[src/rtl/branch_resolve_pkg.sv]
// Shared definitions for the EX-stage branch resolver: funct3 encodings,
// comparator result bit positions and the BHT counter reset value.
package branch_resolve_pkg;

    localparam logic [2:0] F3_BEQ  = 3'b000;
    localparam logic [2:0] F3_BNE  = 3'b001;
    localparam logic [2:0] F3_BLT  = 3'b100;
    localparam logic [2:0] F3_BGE  = 3'b101;
    localparam logic [2:0] F3_BLTU = 3'b110;
    localparam logic [2:0] F3_BGEU = 3'b111;

    localparam int BR_EQ = 0;
    localparam int BR_LT = 1;
    localparam int BR_GT = 2;

    // Weakly not-taken.
    localparam logic [1:0] BHT_INIT = 2'b01;

    function automatic logic [1:0] sat_ctr_next(input logic [1:0] ctr, input logic up);
        logic [1:0] nxt;
        nxt = ctr;
        if (up) begin
            if (ctr != 2'b11) nxt = ctr + 2'd1;
        end else begin
            if (ctr != 2'b00) nxt = ctr - 2'd1;
        end
        return nxt;
    endfunction

endpackage

[src/rtl/branch_bht.sv]
// Branch history table of 2-bit saturating counters: one combinational
// read port for IF, one clocked update port for EX.
module branch_bht
    import branch_resolve_pkg::*;
#(
    parameter int         IDX_W    = 6,
    parameter logic [1:0] INIT_VAL = 2'b01
) (
    input  logic             clk,
    input  logic             rst,
    input  logic [IDX_W-1:0] rd_idx,
    output logic [1:0]       rd_ctr,
    input  logic             upd_en,
    input  logic [IDX_W-1:0] upd_idx,
    input  logic             upd_taken
);

    localparam int ENTRIES = 1 << IDX_W;

    logic [1:0] ctr_q [ENTRIES];
    logic [1:0] ctr_d [ENTRIES];

    generate
        for (genvar gi = 0; gi < ENTRIES; gi++) begin : g_ctr
            assign ctr_d[gi] = (upd_en && (upd_idx == IDX_W'(gi)))
                             ? sat_ctr_next(ctr_q[gi], upd_taken)
                             : ctr_q[gi];
        end
    endgenerate

    always_ff @(posedge clk or posedge rst) begin
        if (rst) begin
            for (int i = 0; i < ENTRIES; i++) begin
                ctr_q[i] <= INIT_VAL;
            end
        end else begin
            ctr_q <= ctr_d;
        end
    end

    // Reads the pre-update value, so a same-cycle update is seen next cycle.
    assign rd_ctr = ctr_q[rd_idx];

endmodule

[src/rtl/branch_resolve.sv]
// EX-stage branch/jump resolution: taken decision, target, mispredict
// redirect and flushes, BHT training and performance counters.
module branch_resolve
    import branch_resolve_pkg::*;
#(
    parameter int         BHT_IDX_W = 6,
    parameter int         CNT_W     = 32,
    parameter logic [1:0] BHT_INIT  = branch_resolve_pkg::BHT_INIT
) (
    input  logic             clk,
    input  logic             rst,
    input  logic [31:0]      if_pc,
    output logic             if_pred_taken,
    input  logic             ex_valid,
    input  logic             ex_stall,
    input  logic             ex_is_branch,
    input  logic             ex_is_jal,
    input  logic             ex_is_jalr,
    input  logic [2:0]       ex_funct3,
    input  logic [31:0]      ex_pc,
    input  logic [31:0]      ex_imm,
    input  logic [31:0]      ex_rs1_data,
    input  logic [2:0]       branch_result,
    input  logic             ex_ltu,
    input  logic [31:0]      ex_pred_pc,
    output logic             redirect_valid,
    output logic [31:0]      redirect_pc,
    output logic             flush_if_id,
    output logic             flush_id_ex,
    output logic             cmp_err,
    output logic [CNT_W-1:0] perf_branches,
    output logic [CNT_W-1:0] perf_mispredicts
);

    logic             sel_jalr;
    logic             sel_jal;
    logic             sel_br;
    logic             resolve;
    logic             br_taken;
    logic             f3_legal;
    logic             res_onehot;
    logic             taken;
    logic [31:0]      target;
    logic [31:0]      actual_next;
    logic             br_resolve;
    logic             bht_upd;
    logic [1:0]       if_ctr;

    logic             cmp_err_q, cmp_err_d;
    logic [CNT_W-1:0] perf_branches_q, perf_branches_d;
    logic [CNT_W-1:0] perf_mispredicts_q, perf_mispredicts_d;

    always_comb begin
        sel_jalr = ex_is_jalr;
        sel_jal  = ex_is_jal & ~ex_is_jalr;
        sel_br   = ex_is_branch & ~ex_is_jal & ~ex_is_jalr;
        resolve  = ex_valid & ~ex_stall & (ex_is_branch | ex_is_jal | ex_is_jalr);

        br_taken = 1'b0;
        f3_legal = 1'b1;
        case (ex_funct3)
            F3_BEQ:  br_taken = branch_result[BR_EQ];
            F3_BNE:  br_taken = ~branch_result[BR_EQ];
            F3_BLT:  br_taken = branch_result[BR_LT];
            F3_BGE:  br_taken = branch_result[BR_EQ] | branch_result[BR_GT];
            F3_BLTU: br_taken = ex_ltu;
            F3_BGEU: br_taken = ~ex_ltu;
            default: f3_legal = 1'b0;
        endcase

        res_onehot = (branch_result == 3'b001) || (branch_result == 3'b010) ||
                     (branch_result == 3'b100);

        taken       = sel_jalr | sel_jal | (sel_br & br_taken);
        target      = sel_jalr ? ((ex_rs1_data + ex_imm) & ~32'h1) : (ex_pc + ex_imm);
        actual_next = taken ? target : (ex_pc + 32'd4);

        redirect_valid = resolve & (actual_next != ex_pred_pc);
        br_resolve     = resolve & sel_br;
        bht_upd        = br_resolve & f3_legal;
    end

    always_comb begin
        cmp_err_d = cmp_err_q | (br_resolve & (~f3_legal | ~res_onehot));

        perf_branches_d = perf_branches_q;
        if (br_resolve && !(&perf_branches_q)) begin
            perf_branches_d = perf_branches_q + CNT_W'(1);
        end

        perf_mispredicts_d = perf_mispredicts_q;
        if (redirect_valid && !(&perf_mispredicts_q)) begin
            perf_mispredicts_d = perf_mispredicts_q + CNT_W'(1);
        end
    end

    always_ff @(posedge clk or posedge rst) begin
        if (rst) begin
            cmp_err_q          <= 1'b0;
            perf_branches_q    <= '0;
            perf_mispredicts_q <= '0;
        end else begin
            cmp_err_q          <= cmp_err_d;
            perf_branches_q    <= perf_branches_d;
            perf_mispredicts_q <= perf_mispredicts_d;
        end
    end

    branch_bht #(
        .IDX_W    (BHT_IDX_W),
        .INIT_VAL (BHT_INIT)
    ) u_bht (
        .clk       (clk),
        .rst       (rst),
        .rd_idx    (if_pc[BHT_IDX_W+1:2]),
        .rd_ctr    (if_ctr),
        .upd_en    (bht_upd),
        .upd_idx   (ex_pc[BHT_IDX_W+1:2]),
        .upd_taken (br_taken)
    );

    assign if_pred_taken    = if_ctr[1];
    assign redirect_pc      = actual_next;
    assign flush_if_id      = redirect_valid;
    assign flush_id_ex      = redirect_valid;
    assign cmp_err          = cmp_err_q;
    assign perf_branches    = perf_branches_q;
    assign perf_mispredicts = perf_mispredicts_q;

endmodule

[config.mk]
export PLATFORM = sky130hd
export DESIGN_NAME = branch_resolve
export DESIGN_NICKNAME = d
export VERILOG_FILES = /design/src/rtl/branch_resolve_pkg.sv /design/src/rtl/branch_bht.sv /design/src/rtl/branch_resolve.sv
export SDC_FILE = /design/constraint.sdc
export NUM_CORES = 1
export LEC_CHECK = 0
export CAP_MARGIN = 20
export CORE_MARGIN = 4
export CORE_UTILIZATION = 55
export DETAILED_ROUTE_END_ITERATION = 10
export GPL_TIMING_DRIVEN = 0
export PLACE_DENSITY = 0.82
export SETUP_SLACK_MARGIN = 0.05
export SYNTH_ARGS = -nofsm -noshare
export SYNTH_HDL_FRONTEND = slang
export SYNTH_SLANG_ARGS = --single-unit
[constraint.sdc]
create_clock -name clk -period 12.05 [get_ports clk]
set_clock_uncertainty 0.1 [all_clocks]
set_input_delay 2.41 -clock clk [delete_from_list [all_inputs] [get_ports clk]]
set_output_delay 2.41 -clock clk [all_outputs]
set_load 0.02 [all_outputs]
## Yosys cells after proc, flatten, opt, wreduce, memory -nomap -nowiden

Cells that the tools add are included.

- Bits in registers: 193
- Bits of input ports: 174
- Output and inout port bits: 101
- Word-level logic and storage cells: 892

- $add $sub $neg: 133
- $lt $le $gt $ge: 1
- Eq/ne operators: 200
- Muxes and demuxes: 199
- Bitwise logic cells: 25
- Reductions and logical operators: 267

Operators by type and width:

| operator | count |
|---|---|
| $mux 2 | 194 |
| $reduce_bool 2->1 | 128 |
| $eq 6x6->1 const B | 32 |
| $reduce_and 3->1 | 64 |
| $add 2x1->2 const B | 64 |
| $ne 2x1->1 const B | 64 |
| $ne 2x2->1 const B | 64 |
| $sub 2x1->2 const B | 64 |
| $eq 6x5->1 const B | 16 |
| $logic_and 1x1->1 | 66 |
| $add 32x1->32 const B | 2 |
| $add 32x32->32 | 2 |
| $mux 32 | 2 |
| $reduce_and 32->1 | 2 |
| $eq 6x4->1 const B | 8 |
| $add 32x3->32 const B | 1 |
| $ne 32x32->1 | 1 |
| $eq 6x3->1 const B | 4 |
| $eq 3x3->1 const B | 5 |
| $bmux 2 s6 | 1 |
| $eq 6x2->1 const B | 2 |
| $and 1x1->1 | 10 |
| $ge 7x7->1 const B | 1 |
| $not 1->1 | 7 |
| 12 further kinds | 21 |

## Depth between registers and ports, before layout

Gate-level depths: netlist of run 1.

- Depth after elaboration: 9
- Depth in mapped cells: 17
- Depth with buffers taken out: 15

## By module

A second synthesis of run 1 with hierarchy kept.

- Cell total of the unflattened synthesis: 2135
- Area, all modules: 16962.5 um^2

Modules (own cells, without submodules):

| module | times used | cells an instance | area an instance (um^2) | sequential area each (um^2) |
|---|---|---|---|---|
| branch_resolve | 1 | 1206 | 9052.4 | 1626.6 |
| branch_bht | 1 | 929 | 7910.1 | 3283.1 |

## Least setup slack after synthesis of run 1

Ideal clock, no wire load.

- Path kind: input to output
- Start point: in ex_imm[0]
- End point: out flush_if_id
- Data arrival time: 6210 ps
- Data required time: 9540 ps
- Path slack: 3330 ps
- Cell stages on the path: 14
- Buffers on the path: 1
- Path through: and2_1 -> fa_1 -> a21o_1 -> a221o_1 -> a21o_1 -> xor2_1 -> xnor2_1 -> o221ai_1 -> or4_1 -> or4_1 -> or4b_1 -> nor4_2 -> nor2_1 -> buf_4

- Word-level cells in the longest chain between the ends: 5
- Elaborated cells on any way between the ends: 6
- Those cells by class: add/sub (2); eq/ne (1); mux (2); bitwise (1)

Ends and longest elaborated chain:

| element | RTL line | RTL |
|---|---|---|
| start, declared | branch_resolve.sv:21 | `input logic [31:0] ex_imm,` |
| $add 32x32->32 | branch_resolve.sv:75 | `target = sel_jalr ? ((ex_rs1_data + ex_imm) & ~32'h1) : (ex_pc + ex_imm);` |
| $mux 32 * | branch_resolve.sv:75 |  |
| $mux 32 * | branch_resolve.sv:76 | `actual_next = taken ? target : (ex_pc + 32'd4);` |
| $ne 32x32->1 * | branch_resolve.sv:78 | `redirect_valid = resolve & (actual_next != ex_pred_pc);` |
| $and 1x1->1 * | branch_resolve.sv:78 |  |
| end, declared | branch_resolve.sv:28 | `output logic flush_if_id,` |

Mark *: on every way between the ends. The rest lies on a longest branch, timed or not.

## Worst setup path after layout of run 1

- Start point: in ex_pc[12]
- End point: out redirect_valid

- Word-level cells in the longest chain between the ends: 5
- Elaborated cells on any way between the ends: 6
- Those cells by class: add/sub (2); eq/ne (1); mux (2); bitwise (1)

Ends and longest elaborated chain:

| element | RTL line | RTL |
|---|---|---|
| start, declared | branch_resolve.sv:20 | `input logic [31:0] ex_pc,` |
| $add 32x32->32 | branch_resolve.sv:75 |  |
| $mux 32 | branch_resolve.sv:75 |  |
| $mux 32 * | branch_resolve.sv:76 |  |
| $ne 32x32->1 * | branch_resolve.sv:78 |  |
| $and 1x1->1 * | branch_resolve.sv:78 |  |
| end, declared | branch_resolve.sv:26 | `output logic redirect_valid,` |

Marked as above.

==> results.cfg, run 1 <==
[sta]
fin_ws_ns = 0.9439
period_needed_ns = 11.11
rsz0062_at_grt = no
tns_ns = 0
fmaxAchievable_mhz = 90.04
relSlewSlack = 0.2737
hold_violations = 0
setup_viol = 0
slew_violations = 0
fin_crit_sh = 0.9217
tightest_slew_ns = 1.078

[floorplanning]
initial_utilization = 0.5600
io_pins = 275
die_w_um = 179.2
row_count = 62
dieArea_um2 = 32110
die_h_um = 179.2
core_um2 = 28780

[clocking]
cts_sinks = 193
hold_buffers = 0
clk_pin_slew_ns = 0.08
cts_resized = 0
clk_latency_ns = 0.45
cts_tree = built
cts-root-buf = clkbuf_16
cts_buffers = 17
cts_buffer_depth = 2
htree_num_levels = 4
postCtsSetupBuffers = 0

[logic_synthesis]
syn_nets = 2262
yosysWarnings = 0
synthFlopType = dfrtp_1
netlist_area_um2 = 16120
synth.avg_cell_area_um2 = 7.983
ys_seq_elements = 193
yosysSeqAreaShare = 0.3046
yosys.cell_types.count = 86
async_reset_ff_frac = 1.000
postSynthCellCount = 2019
synth_edf_count = 0

[route]
drtAntennaViolNets = 0
dr.first_iter.drc_count = 2069
drt-pass1-iter-count = 9
totalWireLength_mm = 63.55
drc = 0
wl_per_cell_um = 23.67
avgViaCountPerCell = 6.655
num_vias = 17870

[cells_and_area]
drive_gt1_frac = 0.08830
syn_to_final_growth_pct = 22.30
fin_nets = 2529
layoutNonFillerInstCount = 2685

[power_and_ir_drop]
p_leak_nw = 7.371
peakVddDrop_mv = 0.1023
p_per_area_nw_per_um2 = 99.84

[global_route]
grt_pass1_wl_mm = 96.24
overflow = 0
grt_start_max_net_pins = 116
antenna_found_initial = 3
grt_pass1_vias = 17100
grt_use_total = 0.3868

[worst_setup_path]
critPathCaptureType = output pin
crit_arrival_ns = 8.60
crit_path_max_fanout = 9
crit_required_ns = 9.54
critPathLaunchType = input port
worstSetupPathType = in -> out

[placed_design]
gp_congestion = 0.9895
port_buffers = 246
dp_hpwl_mm = 50.18
place_ws_ns = 1.186
dpl.cell_count = 2650

[hold_path]
hp-class = reg -> reg

[flow_run]
maxCapViolCount = 0

[status]
status = complete, no violations
## sequential cells by signal (all words and copies together) (netlist names)
signal            count
cmp_err               1
perf_branches        32
u_bht.ctr_q         128
perf_mispredicts     32
## stage by stage
step                      instance area [um2]  hold WS (ns)  power (mW)  utilization
final                                   19710        0.3789       1.968       0.6849
after global routing                    19710        0.3868       2.040       0.6848
after CTS                               19690        0.3825       1.948       0.6842
after detailed placement                19090        0.3591       1.376       0.6635
after global placement                  19060        0.3561       1.370       0.6622
after floorplan                         16120        0.3625       1.086            -
## area by class of cell
class	instances	area, um2
diodes	2	5.005
plain buffers	100	410.4
clock buffers	18	429.2
clock inverters	14	167.7
fillers	2312	9069
inverters	30	120.1
multi-input cells	1696	10680
flip-flops and latches	193	4910
well taps	384	480.5
repair buffers	248	2505
## where the power goes
part / leakage, nW / switching [mW] / internal [mW]
clock: 0.290 / 0.298 / 0.281
sequential: 2.44 / 0.0201 / 0.664
combinational: 4.64 / 0.434 / 0.271
## Yosys cell counts (all sizes together), types with 15 or more instances
cell	number	share of area
a211oi	18	0.0084
a21o	19	0.0089
a21oi	269	0.084
and3	38	0.015
buf	22	0.0072
clkbuf	78	0.018
dfrtp	129	0.20
dfstp	64	0.10
ha	67	0.052
inv	29	0.0068
mux2i	15	0.0093
mux4	21	0.029
nand2	254	0.059
nand3	105	0.033
nand4	54	0.021
nor2	249	0.058
nor2b	17	0.0066
nor3	24	0.0075
nor4	15	0.0071
o211ai	22	0.010
o21ai	109	0.034
o221a	44	0.031
xnor2	108	0.059
xor2	39	0.021
## cell families (layout without fill, tap and decap cells)
group                    Yosys count  count (layout)  synth area share
XOR/XNOR                         149             149           0.08284
AND/OR/NAND/NOR                  836             836            0.2432
multiplexers                      43              43           0.04355
flip-flops                       193             193            0.3046
other                              0               2                 0
adder cells (fa/ha/maj)           69              69           0.05450
AO/OA/AOI/OAI                    599             599            0.2388
buffers and inverters            130             410           0.03245
## path summary, 6_finish.rpt
path | to | slack, ns | start | depth (start not counted)
min | cmp_err$_DFF_PP0_ | 0.38 | cmp_err$_DFF_PP0_ | 1
min in group asynchronous | perf_branches[31]$_DFFE_PP0P_ | 2.42 | rst | 2
max reg2reg | perf_branches[7]$_DFFE_PP0P_ | 8.76 | perf_branches[2]$_DFFE_PP0P_ | 13
min reg2reg | cmp_err$_DFF_PP0_ | 0.38 | cmp_err$_DFF_PP0_ | 1
max | redirect_valid | 0.94 | ex_pc[12] | 16
max in group asynchronous | u_bht.ctr_q[124]$_DFFE_PP1P_ | 8.52 | rst | 3
## metal layers
| metal | share of wire | vias to the layer above | routed length (um) | track usage |
|---|---|---|---|---|
| li1 | - | 7978 | - | - |
| met1 | 0.39 | 8541 | 24730 | 0.4989 |
| met2 | 0.46 | 1145 | 29270 | 0.6303 |
| met3 | 0.10 | 205 | 6626 | 0.08351 |
| met4 | 0.046 | 0 | 2922 | 0.1619 |
| met5 | 0 | - | 0 | 0 |
## cell usage in the layout, fill, tap and decap left out, drive strengths merged, types with 9 or more instances in the layout
master and n:
a211oi 18, a21boi 10, a21o 19, a21oi 269
a31oi 9, and2 13, and3 38, and4 12
buf 24, clkbuf 96, clkdlybuf4s50 246, dfrtp 129
dfstp 64, ha 67, inv 36, mux2i 15
mux4 21, nand2 254, nand2b 12, nand3 105
nand4 54, nor2 249, nor2b 17, nor3 24
nor4 15, o211ai 22, o21a 9, o21ai 109
o221a 44, or3 13, xnor2 108, xor2 39
## critical path, stage by stage
cell and delay (ns):
clkdlybuf4s50_1 0.71, ha_1 0.31, clkbuf_1 0.24, nand4_1 0.24, nor3_1 0.12, o21ai_1 0.30
a21boi_1 0.23, o31ai_2 0.53, o22ai_1 0.17, or4_1 0.61, or4_1 0.55, or4b_1 0.57
nor4_2 0.62, nor2_1 0.22, buf_4 0.22, clkdlybuf4s50_1 0.53
No activity file was read; power rests on OpenSTA's default activity.
==> run 2: changes to the inputs <==
--- a/config.mk
+++ b/config.mk
@@ -6,6 +6,7 @@
 export NUM_CORES = 1
 export LEC_CHECK = 0
 export CAP_MARGIN = 20
+export CORE_ASPECT_RATIO = 0.8
 export CORE_MARGIN = 4
 export CORE_UTILIZATION = 55
 export DETAILED_ROUTE_END_ITERATION = 10
==> constraint.sdc (replaced) <==
create_clock -name clk -period 12.05 [get_ports clk]
set_clock_uncertainty 0.1 [all_clocks]
set_input_delay 2.41 -clock clk [delete_from_list [all_inputs] [get_ports clk]]
set_output_delay 2.41 -clock clk [all_outputs]
set_load 0.1 [all_outputs]
==> results.cfg, run 2 (same netlist as run 1, synthesis figures left out) <==
[power_and_ir_drop]
peakVddDrop_mv = 0.2905
p_per_area_nw_per_um2 = 112.4
p_leak_nw = 7.378

[cells_and_area]
largest_reg_flops = 128
fin_nets = 2530
drive_gt1_frac = 0.08870
syn_to_final_growth_pct = 22.37
final_common_cell = a21oi_1
mostFrequentLayoutCells = a21oi_1, nand2_1, nor2_1
top_register = u_bht.ctr_q
design_area_um2 = 19720

[floorplanning]
core_um2 = 28560
die_w_um = 199.4
initial_utilization = 0.5643
row_count = 55
die_h_um = 161.1
dieArea_um2 = 32120
io_pins = 275

[worst_setup_path]
path_cells = clkdlybuf4s50_1, ha_1, clkbuf_1, a21oi_1, o21ai_0, a21oi_2, a21boi_1, o31ai_2, o22ai_1, or4_1, or4_1, or4b_1, nor4_2, nor2_1, buf_4, clkdlybuf4s50_1
critPathLaunchType = input port
crit_arrival_ns = 8.76
crit_path_max_fanout = 8
critPathMaxStageDelay_ns = 0.96
critPathCaptureType = output pin
crit_required_ns = 9.54
slowest_stage = clkdlybuf4s50_1
worstReg2RegStart = perf_branches[3]$_DFFE_PP0P_
crit_start = ex_imm[13]
worstSetupPathType = in -> out

[route]
drt-pass1-iter-count = 8
drc = 0
dr.first_iter.drc_count = 2335
num_vias = 17960
avgViaCountPerCell = 6.714
wl_per_cell_um = 24.06
totalWireLength_mm = 64.35
drtAntennaViolNets = 0

[global_route]
antenna_found_initial = 5
grt_start_max_net_pins = 132
overflow = 0
grt_pass1_wl_mm = 95.97
grt_use_total = 0.3859
grt_pass1_vias = 16600

[hold_path]
min_from = cmp_err$_DFF_PP0_
hp-class = reg -> reg

[clocking]
clk_pin_slew_ns = 0.07
cts_sinks = 193
cts_tree = built
cts_buffer_depth = 2
clk_latency_ns = 0.46
cts_resized = 0
cts_buffers = 17
postCtsSetupBuffers = 0
hold_buffers = 0
cts-root-buf = clkbuf_16
htree_num_levels = 4

[sta]
period_needed_ns = 11.27
fmaxAchievable_mhz = 88.75
rsz0062_at_grt = no
setup_viol = 0
slew_violations = 0
tightest_slew_ns = 1.097
hold_violations = 0
fin_crit_sh = 0.9351
relSlewSlack = 0.2663
tns_ns = 0

[flow_run]
maxCapViolCount = 0

[placed_design]
port_buffers = 246
dp_hpwl_mm = 50.73
place_area_um2 = 19080
gp_congestion = 1.018

[status]
status = complete, no violations
==> run 2: critical path: cells and delay by family <==
family | cells | cell delay (ns)
simple gates | 5 | 2.38
buf+inv | 4 | 2.06
compound gates | 6 | 1.58
fa+ha+maj | 1 | 0.30
==> run 2: layout make-up <==
class,count,area (um2)
antenna,5,12.51
tap,370,462.9
sequential,193,4910
buffer,100,410.4
multi-input combinational,1696,10680
fill,2283,8836
clock inverter,15,188.9
clock buffer,17,425.4
timing repair buffer,249,2509
inverter,30,120.1
==> run 2: power by group <==
part / switching [mW] / internal, mW
Clock: 0.297 / 0.299
Combinational: 0.666 / 0.270
Sequential: 0.0207 / 0.664
Total: 0.984 / 1.23
==> run 2: path summary, 6_finish.rpt <==
kind                                                        end  slack, ns  depth (start not counted)
worst min register to register                cmp_err$_DFF_PP0_       0.36                          1
max in group asynchronous         perf_branches[23]$_DFFE_PP0P_       8.51                          3
worst max register to register     perf_branches[7]$_DFFE_PP0P_       8.77                         13
worst max-delay path                                flush_if_id       0.78                         16
worst min-delay path                          cmp_err$_DFF_PP0_       0.36                          1
min in group asynchronous       perf_mispredicts[9]$_DFFE_PP0P_       2.27                          2
==> run 2: per-stage QoR <==
| stage | power, mW | hold WS [ns] | util | worst slack [ns] | std cells |
|---|---|---|---|---|---|
| 3_3_place_gp | 1.593 | 0.3385 | 0.6668 | 0.9266 | 2635 |
| 3_5_place_dp | 1.604 | 0.3471 | 0.6681 | 0.9142 | 2637 |
| 4_1_cts | 2.194 | 0.3609 | 0.6896 | 0.8812 | 2669 |
| 2_1_floorplan | 1.310 | 0.3625 | - | 0.8750 | 2019 |
| 5_1_grt | 2.294 | 0.3733 | 0.6906 | 0.7384 | 2675 |
| 6_report | 2.218 | 0.3576 | 0.6906 | 0.7822 | 2675 |
==> run 2: metal layers <==
layer | vias to the layer above | track usage | wire length [um]
li1 | 7975 | - | -
met1 | 8631 | 0.5600 | 26160
met2 | 1215 | 0.5658 | 27090
met3 | 139 | 0.1189 | 9312
met4 | 0 | 0.09383 | 1791
met5 | - | 0 | 0
